## src/rtl/adder_serial_param.sv

```systemverilog
// Digit-serial adder/subtractor: WIDTH-bit operands consumed DIGIT bits per clock,
// with valid/ready handshakes on both sides and carry, overflow and zero flags.
module adder_serial_param #(
   parameter int WIDTH = 16,
   parameter int DIGIT = 4
) (
   input  logic             CLK,
   input  logic             RST_n,
   input  logic             IN_VALID,
   output logic             IN_READY,
   input  logic [WIDTH-1:0] A,
   input  logic [WIDTH-1:0] B,
   input  logic             Cin,
   input  logic             SUB,
   output logic             OUT_VALID,
   input  logic             OUT_READY,
   output logic [WIDTH-1:0] S,
   output logic             Cout,
   output logic             V,
   output logic             Z
);

   localparam int N  = WIDTH / DIGIT;
   localparam int CW = (N > 1) ? $clog2(N) : 1;

   typedef enum logic [1:0] {
      IDLE = 2'd0,
      RUN  = 2'd1,
      DONE = 2'd2
   } state_t;

   state_t           state_q;
   logic [CW-1:0]    cnt_q;
   logic [WIDTH-1:0] a_q;
   logic [WIDTH-1:0] b_q;
   logic [WIDTH-1:0] s_sh_q;
   logic [WIDTH-1:0] s_q;
   logic             carry_q;
   logic             cout_q;
   logic             v_q;
   logic             z_q;
   logic             in_ready_q;
   logic             out_valid_q;

   logic [DIGIT:0]   sum_d;
   logic             c_msb_d;
   logic [WIDTH-1:0] s_sh_d;
   logic             last_d;

   assign sum_d   = {1'b0, a_q[DIGIT-1:0]} + {1'b0, b_q[DIGIT-1:0]} + {{DIGIT{1'b0}}, carry_q};
   // Carry into the top bit of this digit, recovered from its sum bit and operand bits.
   assign c_msb_d = a_q[DIGIT-1] ^ b_q[DIGIT-1] ^ sum_d[DIGIT-1];
   assign s_sh_d  = (s_sh_q >> DIGIT) | (WIDTH'(sum_d[DIGIT-1:0]) << (WIDTH - DIGIT));
   assign last_d  = (cnt_q == CW'(N - 1));

   // Control FSM, digit datapath and registered result/flags.
   always_ff @(posedge CLK or negedge RST_n) begin
      if (!RST_n) begin
         state_q     <= IDLE;
         cnt_q       <= {CW{1'b0}};
         a_q         <= {WIDTH{1'b0}};
         b_q         <= {WIDTH{1'b0}};
         s_sh_q      <= {WIDTH{1'b0}};
         s_q         <= {WIDTH{1'b0}};
         carry_q     <= 1'b0;
         cout_q      <= 1'b0;
         v_q         <= 1'b0;
         z_q         <= 1'b0;
         in_ready_q  <= 1'b1;
         out_valid_q <= 1'b0;
      end else begin
         case (state_q)
            IDLE: begin
               if (IN_VALID) begin
                  a_q        <= A;
                  b_q        <= B ^ {WIDTH{SUB}};
                  carry_q    <= SUB ? 1'b1 : Cin;
                  cnt_q      <= {CW{1'b0}};
                  state_q    <= RUN;
                  in_ready_q <= 1'b0;
               end
            end
            RUN: begin
               a_q     <= a_q >> DIGIT;
               b_q     <= b_q >> DIGIT;
               s_sh_q  <= s_sh_d;
               carry_q <= sum_d[DIGIT];
               cnt_q   <= cnt_q + CW'(1);
               if (last_d) begin
                  state_q     <= DONE;
                  out_valid_q <= 1'b1;
                  s_q         <= s_sh_d;
                  cout_q      <= sum_d[DIGIT];
                  v_q         <= c_msb_d ^ sum_d[DIGIT];
                  z_q         <= (s_sh_d == {WIDTH{1'b0}});
               end
            end
            DONE: begin
               if (OUT_READY) begin
                  state_q     <= IDLE;
                  out_valid_q <= 1'b0;
                  in_ready_q  <= 1'b1;
               end
            end
            default: begin
               state_q     <= IDLE;
               out_valid_q <= 1'b0;
               in_ready_q  <= 1'b1;
            end
         endcase
      end
   end

   assign IN_READY  = in_ready_q;
   assign OUT_VALID = out_valid_q;
   assign S         = s_q;
   assign Cout      = cout_q;
   assign V         = v_q;
   assign Z         = z_q;

endmodule

```

## config.mk

```make
export PLATFORM = sky130hd
export DESIGN_NAME = adder_serial_param
export DESIGN_NICKNAME = d
export VERILOG_FILES = /design/src/rtl/adder_serial_param.sv
export SDC_FILE = /design/constraint.sdc
export NUM_CORES = 1
export LEC_CHECK = 0
export CORE_MARGIN = 2
export CORE_UTILIZATION = 30
export DETAILED_ROUTE_END_ITERATION = 16
export PLACE_DENSITY = 0.46
export SETUP_SLACK_MARGIN = 0.3
export SLEW_MARGIN = 20
export SYNTH_ARGS = -nofsm -noshare
export SYNTH_HDL_FRONTEND = slang
export SYNTH_SLANG_ARGS = --single-unit
```

## constraint.sdc

```tcl
create_clock -name CLK -period 6.15 [get_ports CLK]
set_clock_uncertainty 0.15 [all_clocks]
set_input_delay 1.845 -clock CLK [delete_from_list [all_inputs] [get_ports CLK]]
set_output_delay 1.845 -clock CLK [all_outputs]
set_load 0.05 [all_outputs]
```

; Word-level counts from Yosys, hierarchy flattened
; Cells that the tools add are included.
[word_totals]
ramBits = 0
wordCells = 55
mem_count = 0
mem_bits_ro = 0
out_inout_bits = 21
latchBits = 0
in_bits = 38
regBits = 74
[classes]
muxes = 19
reduce_logical = 8
magnitude_cmp = 0
div_mod_pow = 0
addsub = 3
shift = 0
n_bitwise = 7
n_eq_ne = 6
mul = 0
[ops]
columns = cell, count
row1 = $pmux 16 s2, 2
row2 = $mux 16, 2
row3 = $logic_not 16->1, 1
row4 = $or 12x16->16, 1
row5 = $xor 16x16->16, 1
row6 = $reduce_and 3->1, 3
row7 = $mux 2, 4
row8 = $mux 1, 6
row9 = $ne 2x2->1 const B, 3
row10 = $pmux 1 s3, 2
row11 = $pmux 2 s3, 1
row12 = $add 4x4->5, 1
row13 = $add 5x1->5, 1
row14 = $eq 2x2->1 const B, 2
row15 = $pmux 2 s2, 1
row16 = $reduce_and 2->1, 2
row17 = $xor 1x1->1, 3
row18 = $add 2x1->2 const B, 1
row19 = $eq 2x1->1 const B, 1
row20 = $logic_not 2->1, 1
row21 = $not 1->1, 2
row22 = $pmux 1 s2, 1
row23 = $reduce_bool 2->1, 1

; Longest topological paths before layout
[depth]
word_depth = 4
depth_mapped = 7
ltp_nobuf = 6

; Worst setup path after synthesis
; No wires, ideal clock.
[synth_timing]
path_kind = input port to flip-flop
startpoint = input IN_VALID
endpoint = register b_q[2]
arrival_time_ps = 2636
cell_stages = 7
path_buffers = 3
slack_ps = 3244
setup_ps = 119
cell_sequence = clkbuf_2 > nor2b_1 > buf_2 > buf_2 > a21oi_1 > nor2_1 > nor2_1
[synth_between]
elab_chain_cells = 2
[synth_lines]
columns = element, line
row1 = from (decl), 9  ; input logic IN_VALID,
row2 = $ne 2x2->1 (no source line), -
row3 = $reduce_and 2->1 (no source line), -
row4 = to (signal assigned), 62  ; b_q <= {WIDTH{1'b0}};
row5 = to (signal assigned), 76  ; b_q <= B ^ {WIDTH{SUB}};
row6 = to (signal assigned), 85  ; b_q <= b_q >> DIGIT;
row7 = to (decl), 35  ; logic [WIDTH-1:0] b_q;
; Every way passes these cells.
; A chain may end at the register's enable or synchronous reset.

; Final worst setup path
[layout_timing]
startpoint = input IN_VALID
endpoint = register carry_q
[layout_between]
elab_chain_cells = 2
[layout_lines]
columns = element, line
row1 = $ne 2x2->1 (no source line), -
row2 = $reduce_and 2->1 (no source line), -
row3 = to (signal assigned), 77  ; carry_q <= SUB ? 1'b1 : Cin;
row4 = to (signal assigned), 87  ; carry_q <= sum_d[DIGIT];
row5 = to (decl), 38  ; logic carry_q;
; Every way passes these cells.

==> reports/qor.yml <==
postRouteAntennaNets: 0
vias_per_cell: 4.722
multi_input_area_um2: 1499
drt_iter0_drc: 143
grt_pass1_vias: 2567
num_vias: 2583
synth_ff_type: "dfrtp_1"
start_util_pct: 30.96
setup_violations: 0
hold_path_class: "reg2reg"
insertion_delay_ns: 0.33
synth_compound_gate_area_share_pct: 16.33
yosysSeqAreaShare_pct: 51.77
fin_tns_setup_ns: 0
layout-drive-gt1-share_pct: 6.880
cts.sinks: 70
cts.clk_slew.worst_paths_ns: 0.06
p_int_mw: 1.406
p_clk_share_pct: 20.8
synth.cell_area_um2: 3386
grt.busiest_layer: "met2"
cts_tree: "done"
finalPower_mw: 2.440
synth_top_family_by_area: "compound AO/OA/AOI/OAI gates"
dp_hpwl_um: 5296
setup_ws_ns: 2.366
cts_resized: 0
p_sw_mw: 1.034
synthAdderAreaFrac_pct: 2.661
met1_usage_pct: 20.23
place_congestion: 0.6972
p_seq_share_pct: 35.1
grt_use_total_pct: 14.58
start_kind: "primary input"
fin_nets: 446
p_leak_nw: 1.842
post-route-min-period_ns: 3.784
yosysWarnings: 0
rows: 38
rsz0062_at_grt: "false"
core_region_area_um2: 10940
clk_path_buf_depth: 2
io_pins: 59
p_comb_share_pct: 44.1
finalMaxSlewViolations: 0
die_width_um: 110.2
dpl_worst_slack_ns: 2.007
synthArstFlopShare_pct: 100.0
remaining_drc_errors: 0
cp.required_ns: 6.20
holdWs_ns: 0.3357
firstDrtPassIters: 4
hold_viol: 0
endpoint_kind: "register"
overflow: 0
synth_xor_area_share_pct: 4.915
syn-num-nets: 397
layout_commonest_cell: "dfrtp_1"
ir_worst_vdd_mv: 0.2603
fillers: 1093
n_antenna_cell: 0
status: "finished, final reports clean"
syn_inst: 353
synth_seq_cells: 70
clock.fmax_ghz: 0.2643
grt_start_max_net_pins: 42
synth-simple-area-share_pct: 15.34
pwr_density_cell_nw_per_um2: 561.8
ctsHoldBuffers: 0
path_cells: "clkdlybuf4s50_1, buf_4, nor2b_2, buf_4, a21oi_1, o22ai_1, a21oi_1"
grt_use_met3_pct: 3.998
routed_wl_um: 8094
syn_to_final_growth_pct: 28.27
tightest_slew_ns: 0.9189
cts_buffers: 9
dieArea_um2: 12150
port_buffers: 58
max-slew-margin-rel_pct: 38.74
muxShareOfSynthArea_pct: 4.952
seq_area_um2: 1753
switching_share_pct: 42.36
final_cell_mix: "69 x dfrtp_1, 57 x clkdlybuf4s50_1, 45 x nand2_1, 45 x nor2_1, 38 x a21oi_1"
postCtsSetupRepairBufs: 0
path_max_fanout: 36
crit_type: "in2reg"
die_h_um: 110.2
ys_types: 33
wl_per_cell_um: 14.80
htree_levels: 3
root_buffer: "clkbuf_16"
cpPeakStageDelay_ns: 0.49
drv_cap: 0
crit_slowest_cell: "nor2b_2"
avgSynthCellArea_um2: 9.591
critPathArrivalTime_ns: 3.84
antenna_found_initial: 0
grt_pass1_wl_um: 13400
synth_edf_count: 0
period_share_pct: 61.53
grtUsageMet2_pct: 22.13
-- flip-flops by register name, summed over array words and instances, names as in the netlist --
register	flops
S	16
V	1
Z	1
state_q	2
a_q	16
carry_q	1
b_q	16
s_sh_q	12
Cout	1
OUT_VALID	1
IN_READY	1
cnt_q	2
-- critical path: cells and delay by family --
| kind | cells | cell delay [ns] |
|---|---|---|
| compound gates | 3 | 0.31 |
| buf+inv | 3 | 1.18 |
| simple gates | 1 | 0.49 |
-- final cells by class --
cell class                 instances  share of cell area [%]
timing repair buffer              63                   14.12
inverter                           3                  0.2593
clock buffer                      10                   5.272
sequential                        70                   40.36
tap                              140                   4.033
clock inverter                     6                   1.441
multi-input combinational        255                   34.51
-- cells in the mapped netlist (all sizes together) (5+ instances only) --
cell | number | area, um2
a21oi | 38 | 190.2
a22oi | 12 | 90.09
buf | 16 | 90.08
clkbuf | 9 | 35.03
dfrtp | 69 | 1727
mux2 | 14 | 157.7
nand2 | 46 | 180.2
nor2 | 45 | 168.9
nor2b | 22 | 140.1
o21ai | 27 | 135.1
o22ai | 13 | 81.33
xnor2 | 14 | 122.6
xor2 | 5 | 43.79
-- routing by layer --
layer,share of wire (%),wire length (um),vias to the layer above
met3,5.1,409,8
li1,-,-,1302
met4,1.2,96,0
met2,45,3653,63
met5,0,0,-
met1,49,3935,1210
-- through the flow --
stage               std cells  utilization, %  area (um2)
CTS                       547           39.71        4343
global route              547           39.71        4343
finish                    547           39.71        4343
detailed placement        531           37.05        4051
floorplan                 353               -        3386
global placement          531           37.05        4051
-- worst paths after layout --
kind | startpoint | endpoint | slack, ns | cells past startpoint
setup / recovery | IN_VALID | carry_q | 2.37 | 7
hold / removal | V | V | 0.34 | 2
setup reg to reg | state_q[1] | b_q[7] | 3.33 | 4
hold reg to reg | V | V | 0.34 | 2
max in group asynchronous | RST_n | IN_READY | 3.37 | 2
min in group asynchronous | RST_n | S[3] | 1.48 | 1
-- power by group through the flow --
stage	logic [mW]	registers, mW	clock network, mW
finish	1.08	0.856	0.507
global route	1.20	0.890	0.546
CTS	1.09	0.860	0.522
detailed placement	1.09	0.867	0
global placement	1.07	0.863	0
floorplan	0.609	1.01	0
-- cell families after synthesis --
kind of cell / Yosys count
fa+ha+maj: 6
buf+inv: 28
mux: 15
simple gates: 118
compound gates: 97
xor+xnor: 19
flops: 70
(Power assumes the default switching activity.)
